<file path="src/rtl/bsarb_pkg.sv">
// bsarb_pkg: shared state encoding and byte-stream framing codes for the byte stream arbiter.
package bsarb_pkg;
  typedef enum logic [1:0] {IDLE, REQ, RSP} state_e;
  localparam logic [7:0] BS_SOP  = 8'h7A;
  localparam logic [7:0] BS_EOP  = 8'h7B;
  localparam logic [7:0] BS_CHAN = 8'h7C;
  localparam logic [7:0] BS_ESC  = 8'h7D;
endpackage

</file>
<file path="src/rtl/byte_stream_arbiter_tracker.sv">
// bytes_eop_tracker: flags the final byte of a framed packet (EOP marker, then one possibly-escaped byte).
module bytes_eop_tracker
  import bsarb_pkg::*;
(
  input  logic       clk_clk,
  input  logic       reset_reset,
  input  logic       clr,
  input  logic       xfer,
  input  logic [7:0] data,
  output logic       last
);
  logic eop_q, eop_d, esc_q, esc_d;
  // eop_q&esc_q: escaped final byte pending; esc_q alone: next byte is a literal
  assign last = xfer & eop_q & (esc_q | data != BS_ESC);
  always_comb begin
    eop_d = eop_q;
    esc_d = esc_q;
    if (clr || last) begin
      eop_d = 1'b0;
      esc_d = 1'b0;
    end else if (xfer) begin
      eop_d = eop_q | (!esc_q && data == BS_EOP);
      esc_d = eop_q ? 1'b1 : (!esc_q && data == BS_ESC);
    end
  end
  always_ff @(posedge clk_clk or posedge reset_reset)
    if (reset_reset) begin
      eop_q <= 1'b0;
      esc_q <= 1'b0;
    end else begin
      eop_q <= eop_d;
      esc_q <= esc_d;
    end
endmodule

</file>
<file path="src/rtl/byte_stream_arbiter.sv">
// byte_stream_arbiter: round-robin sharing of one bridge byte-stream pair between NUM_REQ hosts.
// Optional response watchdog enabled by defining BSARB_TIMEOUT_EN.
module byte_stream_arbiter
  import bsarb_pkg::*;
#(
  parameter int NUM_REQ        = 2,
  parameter int TIMEOUT_CYCLES = 1000000
) (
  input  logic                       clk_clk,
  input  logic                       reset_reset,
  input  logic [NUM_REQ-1:0]         req_valid,
  input  logic [8*NUM_REQ-1:0]       req_data,
  output logic [NUM_REQ-1:0]         req_ready,
  output logic [NUM_REQ-1:0]         rsp_valid,
  output logic [8*NUM_REQ-1:0]       rsp_data,
  input  logic [NUM_REQ-1:0]         rsp_ready,
  output logic                       bus_in_valid,
  output logic [7:0]                 bus_in_data,
  input  logic                       bus_in_ready,
  input  logic                       bus_out_valid,
  input  logic [7:0]                 bus_out_data,
  output logic                       bus_out_ready,
  output logic [$clog2(NUM_REQ)-1:0] grant_id,
  output logic                       busy,
  output logic                       timeout_pulse
);
  localparam int GW = $clog2(NUM_REQ);
  state_e state_q, state_d;
  logic [GW-1:0] grant_q, grant_d, rr_q, rr_d, pick, cand, next_g;
  logic trk_xfer, trk_clr, trk_last, tmo;
  logic [7:0] trk_data;
  always_comb begin
    pick = rr_q;
    cand = '0;
    for (int k = NUM_REQ - 1; k >= 0; k--) begin
      cand = GW'((int'(rr_q) + k) % NUM_REQ);
      if (req_valid[cand]) pick = cand;
    end
  end
  assign next_g        = (grant_q == GW'(NUM_REQ - 1)) ? '0 : grant_q + 1'b1;
  assign req_ready     = (state_q == REQ) ? NUM_REQ'(bus_in_ready) << grant_q : '0;
  assign bus_in_valid  = state_q == REQ & req_valid[grant_q];
  assign bus_in_data   = req_data[8*grant_q +: 8];
  assign rsp_valid     = (state_q == RSP) ? NUM_REQ'(bus_out_valid) << grant_q : '0;
  assign rsp_data      = {NUM_REQ{bus_out_data}};
  assign bus_out_ready = state_q == IDLE | (state_q == RSP & rsp_ready[grant_q]);
  assign grant_id      = grant_q;
  assign busy          = state_q != IDLE;
  assign timeout_pulse = tmo;
  // one tracker serves both directions; it is never fed in IDLE
  assign trk_xfer = (state_q == REQ) ? bus_in_valid & bus_in_ready
                                     : state_q == RSP & bus_out_valid & bus_out_ready;
  assign trk_data = (state_q == REQ) ? bus_in_data : bus_out_data;
  assign trk_clr  = state_q == IDLE | tmo;
  bytes_eop_tracker u_trk (
    .clk_clk    (clk_clk),
    .reset_reset(reset_reset),
    .clr        (trk_clr),
    .xfer       (trk_xfer),
    .data       (trk_data),
    .last       (trk_last)
  );
`ifdef BSARB_TIMEOUT_EN
  logic [31:0] cnt_q;
  always_ff @(posedge clk_clk or posedge reset_reset)
    if (reset_reset) cnt_q <= '0;
    else cnt_q <= (state_q != RSP || trk_xfer) ? '0 : cnt_q + 32'd1;
  assign tmo = state_q == RSP && cnt_q == 32'(TIMEOUT_CYCLES - 1);
`else
  assign tmo = 1'b0 && TIMEOUT_CYCLES != 0;
`endif
  always_comb begin
    state_d = state_q;
    grant_d = grant_q;
    rr_d    = rr_q;
    case (state_q)
      IDLE: if (|req_valid) begin
        state_d = REQ;
        grant_d = pick;
      end
      REQ: state_d = trk_last ? RSP : REQ;
      RSP: if (trk_last || tmo) begin
        state_d = IDLE;
        rr_d    = next_g;
      end
      default: state_d = IDLE;
    endcase
  end
  always_ff @(posedge clk_clk or posedge reset_reset)
    if (reset_reset) begin
      state_q <= IDLE;
      grant_q <= '0;
      rr_q    <= '0;
    end else begin
      state_q <= state_d;
      grant_q <= grant_d;
      rr_q    <= rr_d;
    end
endmodule

</file>
<file path="config.mk">
export PLATFORM = sky130hd
export DESIGN_NAME = byte_stream_arbiter
export DESIGN_NICKNAME = d
export VERILOG_FILES = /design/src/rtl/bsarb_pkg.sv /design/src/rtl/byte_stream_arbiter_tracker.sv /design/src/rtl/byte_stream_arbiter.sv
export SDC_FILE = /design/constraint.sdc
export NUM_CORES = 1
export LEC_CHECK = 0
export CAP_MARGIN = 20
export CORE_MARGIN = 1.5
export CORE_UTILIZATION = 35
export CTS_CLUSTER_DIAMETER = 50
export DETAILED_ROUTE_END_ITERATION = 6
export GPL_ROUTABILITY_DRIVEN = 0
export GPL_TIMING_DRIVEN = 0
export PLACE_DENSITY = 0.86
export SETUP_SLACK_MARGIN = 0.5
export SLEW_MARGIN = 30
export SYNTH_ARGS = -nofsm -noshare
export SYNTH_HDL_FRONTEND = slang
export SYNTH_HIERARCHICAL = 1
export SYNTH_SLANG_ARGS = --single-unit
</file>
<file path="constraint.sdc">
create_clock -name clk_clk -period 4.9 [get_ports clk_clk]
set_input_delay 0.98 -clock clk_clk [delete_from_list [all_inputs] [get_ports clk_clk]]
set_output_delay 0.98 -clock clk_clk [all_outputs]
set_load 0.1 [all_outputs]
</file>
==> out/results.txt <==
CTS buffer count: 3
Postcts setup bufs: 0
First-pass GRT wire length: 4070 µm
Cell count after synthesis: 85
Hold WC Path Type: reg -> reg
Synth-to-Final Area Change: 87.3%
Clk sinks: 6
M1 GR Usage: 18.5%
CTS root buf: clkbuf_4
Pwr dens: 447 nW/µm²
Pre-CTS setup slack: 1040 ps
Final #Nets: 185
Setup Crit Path Kind: in -> out
Crit path required time: 3920 ps
Post-route ant nets: 0
Final Max Tran Viols: 0
Core area: 2040 µm²
PortBufs: 63
Routed wire length per instance: 14.4 µm
Syn Area/Cell: 9.26 µm²
Antenna violations before repair: 0
H-tree level count: 1
Critical Path Start Type: input port
CP Max Fanout: 4
Critical Path End Type: output pin
Post-Layout Cell Count: 178
Setup total negative slack: 0 ps
Yosys warnings: 6
Vias: 836
Post-Syn Area: 787 µm²
Hold Fails Final Rpt: 0
Die Wd: 50.4 µm
P_leak: 0.658 nW
Layout Skew: 5.46 ps
Cell row count: 16
Worst-margin pin slew: 1000 ps
Final period utilization: 78.6%
Ys flop type: dfrtp_1
Reg clk slew, reported paths: 40 ps
Detail-routed via count per cell: 4.70
Worst Path Arrival: 2870 ps
Met3 Usage GRT: 8.04%
VDD IR max: 0.302 mV
Post-CTS Hold Fix Bufs: 0
# diodes: 0
FMAX: 0.260 GHz
Busiest layer in global routing: met2
I/O pin count: 65
Seq/Total Area, Yosys: 19.1%
CTS tree: built
Hold WS: 513 ps
Final WS setup: 1050 ps
PostCTS Resize Cnt: 0
CTS max path bufs: 2
Count of flip-flops with a built-in enable after synthesis: 0
Tmin final: 3850 ps
Post-synthesis cell type count: 27
Synth Register Bits: 6
Drt pass-1 iters: 4
Clk_lat worst skew: 240 ps
Die area: 2540 µm²
DRC: 0
# setup viols final: 0
Max cap viols: 0
Drt total wl: 2570 µm
Synth async-reset ratio: 100%
Share of layout cells above drive strength 1: 28.5%
Initial Util: 38.5%
RSZ-0062 raised after global routing: false
DIE HEIGHT: 50.4 µm
Total GRT Usage: 21.4%
R2R setup slack: 2520 ps
1st-iter DRT viols: 8
Final core utilization: 72.2%
Mapped Nets: 117
Vias in the first global route: 829
Dpl hpwl: 2240 µm
Status: completed
Cells after DPL: 175
Slew headroom: 32.8%
Routing usage on met2: 44.5%
Largest net degree at the start of global routing: 11
Total global routing overflow: 0
==> cells by family (layout without fill, tap and decap cells) <==
group	after synthesis	count (layout)	share of synthesized area [%]
buf+inv	27	93	23.5
simple gates	23	23	17.3
mux	19	19	31.6
compound gates	9	9	7.95
flops	6	6	19.1
other cells	1	1	0.476
==> flip-flops by register name, indices dropped and copies added, names as in the netlist <==
| register | cells |
|---|---|
| state_q | 2 |
| u_trk/eop_q | 1 |
| rr_q | 1 |
| grant_id | 1 |
| u_trk/esc_q | 1 |
==> cell type report <==
class	count	area (µm²)
flip-flops and latches	6	150
inverters	6	22.5
repair buffers	63	631
fillers	183	568
multi-input cells	52	452
clock buffers	3	22.5
well taps	27	33.8
plain buffers	21	163
==> path summary, 6_finish.rpt <==
| check | depth (start not counted) | end | start |
|---|---|---|---|
| setup / recovery | 4 | bus_in_valid | req_valid[1] |
| hold / removal | 1 | rr_q$_DFFE_PP0P_ | rr_q$_DFFE_PP0P_ |
| setup reg to reg | 9 | rr_q$_DFFE_PP0P_ | state_q[1]$_DFFE_PP0P_ |
| hold reg to reg | 1 | rr_q$_DFFE_PP0P_ | rr_q$_DFFE_PP0P_ |
| max in group asynchronous | 2 | state_q[1]$_DFFE_PP0P_ | reset_reset |
| min in group asynchronous | 2 | u_trk/eop_q$_DFFE_PP0P_ | reset_reset |
==> cell usage after synthesis, drive strengths merged (2+ instances only) <==
master	count	area, µm²
nand2	4	15.0
buf	21	163
mux2i	2	20.0
nor3	2	10.0
o22ai	2	12.5
inv	6	22.5
mux2	17	229
a21oi	3	15.0
dfrtp	6	150
nor2	4	15.0
nor2b	3	18.8
nand3b	3	22.5
==> routing by layer <==
metal	part of all wire (%)	vias up
li1	-	413
met1	33	372
met2	55	45
met3	8.9	6
met4	2.5	0
met5	0	-
==> critical path, cell delays in order <==
cell             delay, ps
clkdlybuf4s50_1        510
mux2i_1                110
nor2b_1                110
clkdlybuf4s50_1       1150
==> where the power goes <==
| part | internal, mW | switching (mW) |
|---|---|---|
| clock network | 0.0276 | 0.0167 |
| registers | 0.0545 | 0.00853 |
| logic | 0.172 | 0.379 |
==> per-stage QoR <==
| step | total power, mW | cell area [µm²] |
|---|---|---|
| 6_report | 0.659 | 1470 |
| 3_3_place_gp | 0.611 | 1450 |
| 3_5_place_dp | 0.617 | 1450 |
| 4_1_cts | 0.663 | 1470 |
| 2_1_floorplan | 0.494 | 787 |
| 5_1_grt | 0.681 | 1470 |
==> placed cells by master (no fill, tap or decap), drive strengths merged, types with 2 or more instances in the layout <==
master and instances:
nand3b 3, clkdlybuf4s50 63, nor2b 3, nand2 4, nor3 2, a21oi 3
mux2 17, buf 21, clkbuf 3, mux2i 2, inv 6, nor2 4
dfrtp 6, o22ai 2
Power figures use the tool's default switching activity.
==> patch 1, RTL diff (same settings) <==
Change the parameter `NUM_REQ` from 2 to 4.
--- a/src/rtl/byte_stream_arbiter.sv
+++ b/src/rtl/byte_stream_arbiter.sv
@@ -4,5 +4,5 @@
   import bsarb_pkg::*;
 #(
-  parameter int NUM_REQ        = 2,
+  parameter int NUM_REQ        = 4,
   parameter int TIMEOUT_CYCLES = 1000000
 ) (
Interface: changed (7 resized); port bits go from 65 to 106. No check against the original RTL was run, so the function may have changed too.
==> patch 1 against the original RTL <==
Critical path depth did not move. First-iteration DRC count increased to 4.6 times the old value. Sequential cell count is 2 higher. Final area is 58% higher. Setup slack got worse by 0.27 ns. Synthesized area grew 54%. Power grew 82%. Sequential share of layout area down 1.6 points. Count of clock-buffer cells in the layout unchanged. Wire length rose by 54%. Critical endpoint unchanged.
==> patch 1: results (changes against the original RTL) <==
* Status: finished, final reports clean
* Maximum VDD drop at 0.3895 mV (+29%)
* DR vias at 1407 (+68%)
* Share of flip-flops with an asynchronous set or reset at 1.000 (unchanged)
* Sequential element share of the synthesized area at 0.1656 (-0.02515)
* Post-Synth XOR/XNOR Area at 0 (unchanged)
* Post-Route Skew at 0.001824 ns (-0.003634 ns)
* Worst path arrival time at 3.14 ns (+0.27 ns)
* Worst hold stages at 2 (+1)
* Clk buf depth at 2 (unchanged)
* Worst-Margin Slew at 0.9967 ns (-0.008049 ns)
* Placed cell areas at 2307 µm² (+59%)
* Met3 GRT Util at 0.02899 (-0.05137)
* Clk root buf: clkbuf_4
* Grt met1 use at 0.2343 (+0.04933)
* RR Startpoint: grant_id[0]
* CTS H-Tree Depth at 1 (unchanged)
* Starting DRT DRC Count at 37 (+29)
* Synth area leaders: buf_4 (21%), dfrtp_1 (17%), mux4_2 (15%), nand2_1 (11%), o21ai_0 (2.9%)
* CP max FO at 6 (+2)
* Share of layout cells above drive strength 1 at 0.2132 (-0.07159)
* Nets@finish at 313 (+69%)
* TritonCTS buffer count at 3 (unchanged)
* Dpl hpwl at 3321 µm (+48%)
* Fillers at 286 (+56%)
* Post-CTS Setup Repair Bufs at 0 (unchanged)
* Flop2flop setup slack at 2.48 ns (-0.04 ns)
* Compound-Gate Fraction of Synth Area at 0.1263 (+0.04680)
* LEAKAGE at 0.9908 nW (+51%)
* GR Util met2 at 0.4075 (-0.03766)
* Mapped Cells at 151 (+78%)
* ANT cells at 0 (unchanged)
* All-Layer GR Usage at 0.2079 (-0.006204)
* Clock Pin Slew Worst Setup and Hold Paths at 0.05 ns
* Vias in the first global route at 1330 (+60%)
* Mux contribution to synthesized area at 0.1967 (-0.1197)
* IO buf count at 104 (+65%)
* Place WS at 0.7909 ns (-0.2540 ns)
* Syn Nets at 204 (+74%)
* R2R Path End: rr_q[1]
* Non-Filler Instances at 304 (+71%)
* Synth Flop Type: dfrtp_1
* First-pass GRT wire length at 5954 µm (+46%)
* Synth cell count leaders: nand2_1 (35), buf_4 (34), inv_1 (9)
* Worst hold path endpoint: rr_q[0]
* Adder-cell area share of the yosys netlist at 0.01035 (+0.01035)
* Final WL at 3951 µm (+54%)
* Netlist cell types at 35 (+30%)
* HP Start: rr_q[0]
[patch 1: cell families after synthesis]
group           Yosys count
flops                     8
buf+inv                  48
mux                      13
other cells               1
fa+ha+maj                 1
compound gates           20
simple gates             60
[patch 1: per-stage QoR]
stage	hold slack, ns	util
floorplan	0.4614	-
CTS	0.5431	0.6982
global placement	0.5017	0.6914
finish	0.5307	0.6982
global route	0.5825	0.6982
detailed placement	0.5047	0.6914
[patch 1: area by class of cell]
type                            instances  share of cell area
Sequential cell                         8             0.08593
Multi-Input combinational cell         95              0.2916
Tap cell                               46             0.02470
Timing Repair Buffer                  104              0.4468
Clock buffer                            3            0.009667
Buffer                                 39              0.1267
Inverter                                9             0.01450
[patch 1: how the worst max path moves through the flow]
stage / startpoint / to / slack [ns] / cells past startpoint
2_1_floorplan: grant_id[1] / req_ready[0] / 0.61 / 3
3_3_place_gp: req_valid[2] / bus_in_valid / 0.82 / 5
3_5_place_dp: req_valid[0] / bus_in_valid / 0.79 / 4
4_1_cts: req_valid[0] / bus_in_valid / 0.79 / 4
5_1_grt: req_valid[0] / bus_in_valid / 0.72 / 4
6_report: req_valid[0] / bus_in_valid / 0.78 / 4
[patch 1: per-layer routing]
layer  part of all wire  up-vias
li1                   -      701
met1               0.42      645
met2               0.51       59
met3              0.063        2
met4             0.0068        0
met5                  0        -
[patch 1: where the power goes]
part / switching, W / total, W / internal (W)
clock network: 0.0000206 / 0.0000485 / 0.0000279
registers: 0.00000950 / 0.0000862 / 0.0000767
logic: 0.000753 / 0.00106 / 0.000309
[patch 1: worst max-delay path, stage by stage]
cell and delay [ns]:
clkdlybuf4s50_1 0.58, mux2i_1 0.16, o31ai_4 0.22, clkdlybuf4s50_1 1.19
==> patch 2, RTL diff (same settings) <==
Without the edit above. Add a define of `BSARB_TIMEOUT_EN`.
--- a/src/rtl/byte_stream_arbiter.sv
+++ b/src/rtl/byte_stream_arbiter.sv
@@ -1,4 +1,6 @@
 // byte_stream_arbiter: round-robin sharing of one bridge byte-stream pair between NUM_REQ hosts.
 // Optional response watchdog enabled by defining BSARB_TIMEOUT_EN.
+`define BSARB_TIMEOUT_EN
+
 module byte_stream_arbiter
   import bsarb_pkg::*;
Behaviour: same outputs for any inputs over 10 cycles, from zero or initial values and one cycle with reset_reset high; that may be too few to reach the edited logic, so the function may still have changed.
==> patch 2 against the original RTL <==
Power up 47%. Sequential share of layout area rose by 18 points. Wire length grew to 2.6 times the old value. Register-to-register slack worse by 0.29 ns. Critical path type is now flop to output port. Final area rose by 130%. Count of clock-buffer cells in the layout increased by 3. Highest routed layer unchanged. Synthesized area grew to 3.2 times the old value. Sequential cell count up 32. Setup slack worse by 0.19 ns.
==> patch 2: results (changes against the original RTL) <==
* Status: finished, final reports clean
* Comb pwr share at 0.451 (-0.386)
* Starting DRT DRC Count at 267 (+259)
* Synth cell count leaders: dfrtp_1 (38), a21oi_1 (23), mux2_2 (17), nand2_1 (17), nor2_1 (17)
* Part of the cycle the worst path needs at 0.8247 (+0.03873)
* IO buf count at 64 (+1.6%)
* CP max FO at 9 (+5)
* Crit path largest cell delay at 1.25 ns (+0.10 ns)
* Vias in the first global route at 2374 (+190%)
* Largest net degree at the start of global routing at 37 (+26)
* First-pass GRT wire length at 11170 µm (+170%)
* All-Layer GR Usage at 0.1840 (-0.03007)
* Sequential element share of the synthesized area at 0.3766 (+0.1858)
* Syn Nets at 306 (+160%)
* Worst path arrival time at 3.06 ns (+0.19 ns)
* Compound-Gate Fraction of Synth Area at 0.1174 (+0.03795)
* P_int at 0.0005544 W (+120%)
* Synth area leaders: dfrtp_1 (38%), mux2_2 (7.6%), buf_4 (4.8%), a21oi_1 (4.6%), o31ai_1 (3.6%)
* Mux contribution to synthesized area at 0.08375 (-0.2326)
* LEAKAGE at 1.241 nW (+89%)
* Placed cell areas at 3286 µm² (+130%)
* TritonCTS buffer count at 5 (+2)
* Critical-path top delay cell: clkdlybuf4s50_1
* Routed wire length per instance at 15.17 µm (+5.0%)
* Flop2flop setup slack at 2.23 ns (-0.29 ns)
* DR vias/cell at 5.310 (+13%)
* RR Startpoint: grant_id
* Post-Route Skew at 0.006132 ns (+0.0006744 ns)
* Dpl hpwl at 5123 µm (+130%)
* Clk root buf: clkbuf_8
* Clock Pin Slew Worst Setup and Hold Paths at 0.07 ns (+0.03 ns)
* Nets@finish at 377 (+100%)
* Netlist cell types at 48 (+78%)
* Post-Synth XOR/XNOR Area at 0.03816 (+0.03816)
* Yosys warns at 6 (unchanged)
* Worst reg2reg path depth at 10 (+1)
* Maximum VDD drop at 0.1069 mV (-65%)
* Adder-cell area share of the yosys netlist at 0.004955 (+0.004955)
* Syn Area/Cell at 9.249 µm² (-0.11%)
* CTS H-Tree Depth at 2 (+1)
* Worst-Margin Slew at 1.016 ns (+0.01157 ns)
* R2R Path End: rr_q
* Share of layout cells above drive strength 1 at 0.1633 (-0.1215)
* Cell count after placement at 433 (+150%)
* Sequential group power at 0.000320 W (+410%)
* Clock Latency Late Sink at 0.29 ns (+0.05 ns)
* DR vias at 2331 (+180%)
* Initial antenna violation count at 0 (unchanged)
* Worst setup path end: timeout_pulse
* Place WS at 0.9636 ns (-0.08141 ns)
* Sequential cell fraction of total power at 0.331 (+0.235)
==> patch 2: cell types whose count changed in the layout (fill, tap and decap cells not counted), sizes merged, moves of 7 or more <==
cell    delta
o31ai     +12
nand4      +9
a21oi     +20
nor2      +13
nand2     +13
or4       +13
xnor2      +7
nor4       +9
clkbuf     +8
nand3     +12
dfrtp     +32
==> patch 2: per-layer routing <==
| layer | part of all wire | GRT usage | up-vias |
|---|---|---|---|
| met5 | 0 | 0 | - |
| met4 | 0.018 | 0.06638 | 0 |
| met3 | 0.034 | 0.03110 | 13 |
| met2 | 0.52 | 0.3102 | 43 |
| met1 | 0.42 | 0.2372 | 1138 |
| li1 | - | - | 1137 |
==> patch 2: layout make-up <==
type / count / area [µm²]
Sequential cell: 38 / 950.9
Clock buffer: 6 / 82.58
Multi-Input combinational cell: 196 / 1348
Tap cell: 96 / 120.1
Fill cell: 647 / 3495
Inverter: 12 / 45.04
Buffer: 27 / 187.7
Timing Repair Buffer: 64 / 640.6
==> patch 2: worst register-to-register path, stage by stage, from the launching register on <==
cell and delay, ns:
dfrtp_1 0.35, buf_2 0.22, buf_1 0.42, mux2_2 0.41
mux2_2 0.27, nand4b_1 0.15, nor3_1 0.09, a21oi_1 0.30
nor3b_1 0.22, a21oi_1 0.06, o211ai_1 0.10
==> patch 2: worst min-delay path by stage <==
stage | from | to | slack [ns] | cells past startpoint
finish | cnt_q[0] | cnt_q[0] | 0.49 | 1
global route | cnt_q[0] | cnt_q[0] | 0.52 | 1
CTS | cnt_q[0] | cnt_q[0] | 0.50 | 1
detailed placement | cnt_q[0] | cnt_q[0] | 0.49 | 1
global placement | cnt_q[0] | cnt_q[0] | 0.47 | 1
floorplan | cnt_q[0] | cnt_q[0] | 0.45 | 1
